$ cat config.mk
export PLATFORM = sky130hd
export DESIGN_NAME = rr_arbiter8_flat
export DESIGN_NICKNAME = d
export VERILOG_FILES = /design/src/rtl/rr_arbiter8_pkg.sv /design/src/rtl/rr_arbiter8_if.sv /design/src/rtl/rr_pick8.sv /design/src/rtl/rr_arbiter8.sv /design/src/flat_wrapper.sv
export SDC_FILE = /design/constraint.sdc
export NUM_CORES = 1
export LEC_CHECK = 0
export CAP_MARGIN = 10
export CORE_MARGIN = 5
export CORE_UTILIZATION = 45
export CTS_BUF_LIST = sky130_fd_sc_hd__clkbuf_4
export CTS_CLUSTER_SIZE = 16
export DETAILED_ROUTE_END_ITERATION = 12
export PLACE_DENSITY = 0.7
export SYNTH_ARGS = -nofsm -noshare
export SYNTH_HDL_FRONTEND = slang
export SYNTH_HIERARCHICAL = 1
export SYNTH_SLANG_ARGS = --single-unit
$ cat constraint.sdc
create_clock -name clk -period 4.7 [get_ports clk]
set_clock_uncertainty 0.15 [all_clocks]
set_input_delay 1.175 -clock clk [delete_from_list [all_inputs] [get_ports clk]]
set_output_delay 1.175 -clock clk [all_outputs]
set_load 0.005 [all_outputs]
$ cat src/rtl/rr_arbiter8_pkg.sv
// Shared definitions for the 8-way round-robin arbiter slice.
//   ARB_N      : number of requesters
//   state_t    : arbiter FSM states
//   grant_t    : one bit per requester
//   onehot_idx : index of the set bit in a one-hot (or zero) vector
package arb_pkg;

  localparam int unsigned ARB_N = 8;

  typedef enum logic {IDLE, HOLD} state_t;

  typedef logic [ARB_N-1:0] grant_t;

  // OR-reduction of bit indices; exact for one-hot inputs, 0 for all-zero.
  function automatic logic [2:0] onehot_idx(input grant_t g);
    logic [2:0] idx;
    idx = '0;
    for (int unsigned i = 0; i < ARB_N; i++) begin
      if (g[i]) idx |= 3'(i);
    end
    return idx;
  endfunction

endpackage

$ cat src/rtl/rr_arbiter8_if.sv
// Request/grant bundle between the requesters and rr_arbiter8.
//   req     : level-sensitive request lines, bit i = requester i
//   done    : single-cycle release strobe from the current owner
//   grant   : registered one-hot (or zero) grant
//   busy    : high while a grant is held
//   timeout : one-cycle pulse when a grant is forcibly revoked
// master = requester side, slave = arbiter side.
interface rr_arbiter8_if;
  import arb_pkg::*;

  grant_t req;
  logic   done;
  grant_t grant;
  logic   busy;
  logic   timeout;

  modport master (output req, done, input grant, busy, timeout);
  modport slave  (input req, done, output grant, busy, timeout);

endinterface

$ cat src/rtl/rr_pick8.sv
// Combinational round-robin picker.
//   req  : request vector
//   ptr  : index with highest priority; scanning proceeds upward, wrapping 7->0
//   pick : one-hot winner (zero when no request)
//   any  : at least one request present
module rr_pick8
  import arb_pkg::*;
(
  input  grant_t     req,
  input  logic [2:0] ptr,
  output grant_t     pick,
  output logic       any
);

  logic [2*ARB_N-1:0] dbl_req;
  logic [2*ARB_N-1:0] dbl_pick;
  grant_t             rot;
  grant_t             first;

  always_comb begin
    // Rotate right so bit ptr lands at position 0.
    dbl_req  = {req, req} >> ptr;
    rot      = dbl_req[ARB_N-1:0];
    // Isolate the lowest set bit.
    first    = rot & (~rot + 1'b1);
    // Rotate back left into original bit positions.
    dbl_pick = {first, first} << ptr;
    pick     = dbl_pick[2*ARB_N-1:ARB_N];
    any      = |req;
  end

endmodule

$ cat src/rtl/rr_arbiter8.sv
// Round-robin arbiter for eight requesters with grant hold and timeout.
//   clk     : rising-edge clock
//   rst_n   : asynchronous active-low reset
//   bus     : rr_arbiter8_if slave port (req, done in; grant, busy, timeout out)
// Parameters:
//   TIMEOUT : maximum cycles a grant may be held (2..255)
//   CNT_W   : hold counter width, 2**CNT_W > TIMEOUT
module rr_arbiter8
  import arb_pkg::*;
#(
  parameter int unsigned TIMEOUT = 16,
  parameter int unsigned CNT_W   = 8
)(
  input  logic          clk,
  input  logic          rst_n,
  rr_arbiter8_if.slave  bus
);

  state_t             state;
  grant_t             grant_q;
  logic               busy_q;
  logic               timeout_q;
  logic [2:0]         ptr;
  logic [CNT_W-1:0]   cnt;

  grant_t             pick;
  logic               any;
  logic [2:0]         owner;
  logic               owner_req;
  logic               at_limit;
  logic               release_now;

  rr_pick8 u_pick (
    .req  (bus.req),
    .ptr  (ptr),
    .pick (pick),
    .any  (any)
  );

  assign owner       = onehot_idx(grant_q);
  assign owner_req   = |(bus.req & grant_q);
  assign at_limit    = (cnt == CNT_W'(TIMEOUT - 1));
  assign release_now = bus.done || !owner_req || at_limit;

  always_ff @(posedge clk or negedge rst_n) begin
    if (!rst_n) begin
      state     <= IDLE;
      grant_q   <= '0;
      busy_q    <= 1'b0;
      timeout_q <= 1'b0;
      ptr       <= '0;
      cnt       <= '0;
    end else begin
      timeout_q <= 1'b0;
      case (state)
        IDLE: begin
          if (any) begin
            grant_q <= pick;
            busy_q  <= 1'b1;
            cnt     <= '0;
            state   <= HOLD;
          end
        end
        HOLD: begin
          cnt <= cnt + 1'b1;
          if (release_now) begin
            grant_q   <= '0;
            busy_q    <= 1'b0;
            ptr       <= owner + 3'd1;
            state     <= IDLE;
            // A coincident done or request drop makes this a normal release.
            timeout_q <= at_limit && !bus.done && owner_req;
          end
        end
        default: state <= IDLE;
      endcase
    end
  end

  assign bus.grant   = grant_q;
  assign bus.busy    = busy_q;
  assign bus.timeout = timeout_q;

endmodule

$ cat src/flat_wrapper.sv
// flat-port wrapper written by rule: the top's interface ports become plain ports
module rr_arbiter8_flat import arb_pkg::*;
#(
  parameter int unsigned TIMEOUT = 16,
  parameter int unsigned CNT_W   = 8
)
  (clk, rst_n, bus_req, bus_done, bus_grant, bus_busy, bus_timeout);
  rr_arbiter8_if bus_i ();
  input  logic clk;
  input  logic rst_n;
  input wire logic [$bits(bus_i.req)-1:0] bus_req;
  input wire logic [$bits(bus_i.done)-1:0] bus_done;
  output wire logic [$bits(bus_i.grant)-1:0] bus_grant;
  output wire logic [$bits(bus_i.busy)-1:0] bus_busy;
  output wire logic [$bits(bus_i.timeout)-1:0] bus_timeout;
  assign bus_i.req = bus_req;
  assign bus_i.done = bus_done;
  assign bus_grant = bus_i.grant;
  assign bus_busy = bus_i.busy;
  assign bus_timeout = bus_i.timeout;
  rr_arbiter8 #(.TIMEOUT(TIMEOUT), .CNT_W(CNT_W)) u_core (.clk(clk), .rst_n(rst_n), .bus(bus_i));
endmodule
==> results of run 1 <==
==> worst reg2reg max path, delay by kind of cell, from the launching register on <==
family / cells / cell delay [ps]
AOI/OAI and AO/OA: 5 / 1230
xor gates and xnor gates: 1 / 140
DFF: 1 / 910
muxes: 1 / 90
and+or+nand+nor: 1 / 370
==> layout make-up <==
type / count / area [um2] / share of cell area, %
Clock inverter: 1 / 3.75 / 0.177
Timing Repair Buffer: 21 / 208 / 9.82
Tap cell: 50 / 62.6 / 2.96
Sequential cell: 22 / 551 / 26.0
Inverter: 7 / 26.3 / 1.24
Multi-Input combinational cell: 171 / 1240 / 58.7
Clock buffer: 3 / 22.5 / 1.06
==> power groups by stage <==
| stage | registers, mW | logic [mW] | clock network, mW |
|---|---|---|---|
| CTS | 0.383 | 0.754 | 0.0916 |
| global route | 0.401 | 0.835 | 0.103 |
| floorplan | 0.305 | 0.693 | 0 |
| detailed placement | 0.387 | 0.751 | 0 |
| finish | 0.383 | 0.757 | 0.0863 |
| global placement | 0.387 | 0.746 | 0 |
==> final timing paths <==
| kind | from | to | slack (ps) | cells past startpoint |
|---|---|---|---|---|
| worst max-delay path | bus_req[0] | u_core/bus.grant[4] | 1130 | 9 |
| worst min-delay path | u_core/cnt[7] | u_core/cnt[7] | 340 | 1 |
| worst max register to register | u_core/ptr[1] | u_core/bus.grant[4] | 1740 | 8 |
| worst min register to register | u_core/cnt[7] | u_core/cnt[7] | 340 | 1 |
| max in group asynchronous | rst_n | u_core/state | 2550 | 1 |
| min in group asynchronous | rst_n | u_core/cnt[2] | 1250 | 1 |
==> cell families (layout without fill, tap and decap cells) <==
logic type,after synthesis,in the layout,share of synthesized area [%]
fa+ha+maj,2,2,1.30
simple gates,79,79,21.3
mux,31,31,18.0
compound gates,55,55,22.0
buf+inv,19,32,7.13
xor+xnor,4,4,1.81
flops,22,22,28.5
==> cells in the mapped netlist (3+ instances only) <==
cell     number  share of area [%]
a21oi_1       8                2.1
nor2_1       14                2.7
nand4_1       4                1.3
nand3_1       6                1.6
o21ai_0       6                1.6
o21ai_1       3               0.78
inv_1         5               0.97
mux2i_1      26                 13
o22ai_1      10                3.2
nand2_1      27                5.2
nor4_1        5                1.6
dfrtp_1      22                 29
a22oi_1       4                1.6
nor3_1        5                1.3
buf_6         5                2.9
==> layer usage <==
metal	track usage (%)	up-vias	routed length (um)
met4	4.08	0	19
met5	0	-	0
li1	-	837	-
met3	3.83	2	248
met1	27.4	815	2190
met2	22.6	52	2030
==> state kept, by name, indices dropped and copies added, names as in the netlist <==
register	cells
u_core/cnt	8
u_core/bus.timeout	1
u_core/ptr	3
u_core/bus.grant	8
u_core/bus.busy	1
u_core/state	1
==> stage by stage <==
| step | worst slack [ps] | power, mW | cells |
|---|---|---|---|
| floorplan | 1560 | 0.998 | 212 |
| global placement | 918 | 1.13 | 271 |
| detailed placement | 828 | 1.14 | 271 |
| CTS | 1180 | 1.23 | 275 |
| global route | 973 | 1.34 | 275 |
| finish | 1130 | 1.23 | 275 |
==> out/qor.yml, run 1 <==
critical_path:
  worstSetupPathType: "primary input to register"
  cp-end-kind: "register"
  cp.buffers_inverters: 2
  start_kind: "primary input"
  cp_top_family: "multiplexers"
  critPathArrivalTime_ps: 3640
  cpPeakStageDelay_ps: 580
  cp_max_fo: 9
  critPathRequiredTime_ps: 4780
  path_cells: "clkdlybuf4s50_1 > mux2i_1 > inv_1 > mux4_2 > a2111oi_4 > a21oi_1 > a31oi_1 > mux2i_1 > o22ai_1"
  slowest_stage: "clkdlybuf4s50_1"
  critPathMostFrequentCell: "mux2i_1"
sta:
  setup_viol: 0
  post-route-min-period_ps: 3570
  maxSlewViolCount: 0
  finalCritPeriodShare_pct: 75.9
  hold_viol_final: 0
  fin_setup_tns_ps: 0
  holdWs_ps: 339
  rsz0062_at_grt: "false"
  slew_headroom_pct: 34.0
  tightestPinTransition_ps: 987
  max_freq_mhz: 280
logic_synthesis:
  synth.distinct_cells: 63
  synth_async_sr_flop_share_pct: 100
  netlist_instances: 212
  syn_area_um2: 1930
  synth_edf_count: 0
  yosys_warnings: 6
  synth-seq-cells: 22
  syn_nets: 225
  ys_seq_area_share_pct: 28.5
  ys_dominant_reg_cell: "dfrtp_1"
  avgSynthCellArea_um2: 9.11
floorplanning:
  die_y_um: 75.5
  die_area_um2: 5700
  dieWidth_um: 75.5
  row_count: 23
  start_util_pct: 47.2
  core_area_um2: 4090
  num_io_pins: 21
placed_design:
  place_area_um2: 2090
  gp_congestion: 0.895
  place.detailed.hpwl_mm: 3.19
  port_buffers: 20
routing:
  avgViaCountPerCell: 6.20
  drt_pass1_iterations: 4
  num_vias: 1706
  drt_iter0_drc: 152
  wl_per_cell_um: 16.3
  ant_nets: 0
  wirelength_mm: 4.48
  drc: 0
power:
  seqPwrFrac_pct: 31.2
  combPwrFrac_pct: 61.7
  irDropWorstVdd_mv: 0.233
  switching_share_pct: 46.7
  leakage_nw: 0.868
  clkPwrFrac_pct: 7.0
  p_int_mw: 0.653
  switchingPower_mw: 0.573
  cellPowerDensity_nw_per_um2: 580
clock_tree:
  cts_tree: "done"
  clock_sinks: 22
  clkTransAtPathRegs_ps: 120
  htreeDepth: 1
  clk_latency_ps: 300
  ctsLongestPathBuffers: 2
  cts_setup_buffers: 0
  cts_root_buffer: "clkbuf_4"
  cts_buffers: 3
  hold_buffers: 0
  cts_resized: 0
final_layout:
  antenna_cells: 0
  layout_commonest_cell: "nand2_1"
  area_growth_pct: 9.59
  drive_above_1_share_pct: 11.1
  layout_common_cells: "nand2_1 (27), mux2i_1 (26), dfrtp_1 (22)"
  finalNetCount: 239
  utilization_pct: 51.8
  fillers: 396
  final_area_um2: 2120
worst_hold_path:
  hold_class: "register to register"
global_route:
  grt_first_pass_wirelength_mm: 7.56
  grt_start_max_net_pins: 31
  gr-total-overflow: 0
  antenna_found_initial: 0
  grt_pass1_vias: 1483
  grt_util_all_layers_pct: 17.1
job:
  max-cap-violations: 0
run_status:
  status: "complete, no violations"
Power figures use the tool's default switching activity.
==> run 2, diff against run 1 <==
Clock period 4.7 ns to 3.7 ns, I/O delays scaled along.
==> run 2 against run 1 <==
Effect of this change:
- flip-flop and latch count unchanged
- sequential power grew 9.1%
- hold slack better by 5.2 ps
- clock power rose by 29%
- register-to-register slack lost 810 ps
- sequential share of layout area is 0.81 points lower
- clock-buffer cell count unchanged
- critical path type unchanged
- highest routed layer unchanged
- cell area grew 3.2%
- via count rose by 1.3%
- combinational power up 41%
- die area is the same
==> out/qor.yml, run 2 (synthesis results as in run 1) <==
final_layout:
  multiInputGateArea_um2: 1240
  seqCellArea_um2: 551
  fillers: 391
  final_area_um2: 2180
  final_cells: 284
  drive_above_1_share_pct: 14.5
  antenna_cells: 0
  layout_common_cells: "nand2_1 (27), mux2i_1 (26), dfrtp_1 (22)"
  finalNetCount: 248
  layout_commonest_cell: "nand2_1"
  area_growth_pct: 13.1
global_route:
  antenna_found_initial: 0
  gr-total-overflow: 0
  grt_pass1_vias: 1669
  grt_first_pass_wirelength_mm: 7.91
  grt_util_all_layers_pct: 17.8
  grt_start_max_net_pins: 23
critical_path:
  critPathRequiredTime_ps: 3790
  cp_max_fo: 6
  critPathLaunch: "bus_req[3]"
  cp-end-kind: "register"
  endpoint: "u_core/bus.grant[6]"
  start_kind: "primary input"
  rrSetupSlack_ps: 930
  worstSetupPathType: "primary input to register"
  r2r_start: "u_core/ptr[1]"
  r2r_end: "u_core/bus.grant[7]"
  critPathArrivalTime_ps: 3210
  r2r_cells: 9
placed_design:
  place_area_um2: 2160
  place.detailed.hpwl_mm: 3.48
  gp_congestion: 0.846
  dp_cells: 280
  port_buffers: 20
job:
  max-cap-violations: 0
clock_tree:
  cts_resized: 0
  cts_setup_buffers: 0
  ctsLongestPathBuffers: 2
  cts_root_buffer: "clkbuf_4"
  cts_tree: "done"
  clkTransAtPathRegs_ps: 120
  hold_buffers: 0
  cts_buffers: 3
  clk_latency_ps: 310
  clock_sinks: 22
  htreeDepth: 1
floorplanning:
  start_util_pct: 47.2
  die_area_um2: 5700
  die_y_um: 75.5
  num_io_pins: 21
  core_area_um2: 4090
  row_count: 23
  dieWidth_um: 75.5
routing:
  avgViaCountPerCell: 6.09
  drt_pass1_iterations: 5
  ant_nets: 0
  num_vias: 1729
  drt_iter0_drc: 114
  drc: 0
  wirelength_mm: 4.64
  wl_per_cell_um: 16.4
sta:
  maxSlewViolCount: 0
  post-route-min-period_ps: 3120
  hold_viol_final: 0
  fin_setup_tns_ps: 0
  finalCritPeriodShare_pct: 84.3
  max_freq_mhz: 321
  rsz0062_at_grt: "false"
  slew_headroom_pct: 33.6
  setup_viol: 0
  tightestPinTransition_ps: 993
run_status:
  status: "complete, no violations"
worst_hold_path:
  hold_class: "register to register"
power:
  leakage_nw: 0.911
  irDropWorstVdd_mv: 0.422
  cellPowerDensity_nw_per_um2: 733
## run 2: cell count changes in the layout (fill, tap and decap cells not counted)
cell / before / now
buf_4: 1 / 10
## run 2: worst min-delay path by stage
| stage | start | endpoint | depth (start not counted) |
|---|---|---|---|
| global route | u_core/cnt[7] | u_core/cnt[7] | 1 |
| detailed placement | u_core/cnt[7] | u_core/cnt[7] | 1 |
| finish | u_core/cnt[7] | u_core/cnt[7] | 1 |
| CTS | u_core/cnt[7] | u_core/cnt[7] | 1 |
| global placement | u_core/cnt[7] | u_core/cnt[7] | 1 |
| floorplan | u_core/cnt[7] | u_core/cnt[7] | 1 |
## run 2: routing by layer
metal | wire [um] | up-vias | global-route usage, % | part of all wire, %
met5 | 0 | - | 0 | 0
met4 | 22 | 0 | 4.08 | 0.47
met3 | 267 | 4 | 3.69 | 5.7
met2 | 2080 | 64 | 26.7 | 45
met1 | 2280 | 808 | 26.1 | 49
li1 | - | 853 | - | -
## run 2: power breakdown
group | switching [mW] | total, mW | internal, mW
combinational | 0.565 | 1.07 | 0.506
sequential | 0.106 | 0.418 | 0.312
clock | 0.0718 | 0.111 | 0.0395
## run 2: worst max-delay path, stage by stage
cell and delay [ps]:
clkdlybuf4s50_1 530, inv_1 160, o21ai_1 170, mux4_2 580
a211oi_4 310, a21oi_1 130, o21ai_1 170, mux2i_1 90
o22ai_1 140
## run 2: cell type report
type	count	area share [%]
clock buffer	3	1.03
clock inverter	1	0.172
inverter	7	1.20
multi-input combinational	171	56.9
sequential	22	25.2
tap	50	2.87
timing repair buffer	30	12.6
## run 2: metrics by stage
stage               worst slack (ps)  hold WS [ps]  util, %  power [mW]
floorplan                        807           299        -        1.27
global placement                 280           321     52.8        1.47
detailed placement               260           335     52.8        1.48
CTS                              604           352     53.4        1.60
global route                     441           394     53.4        1.74
finish                           581           344     53.4        1.60
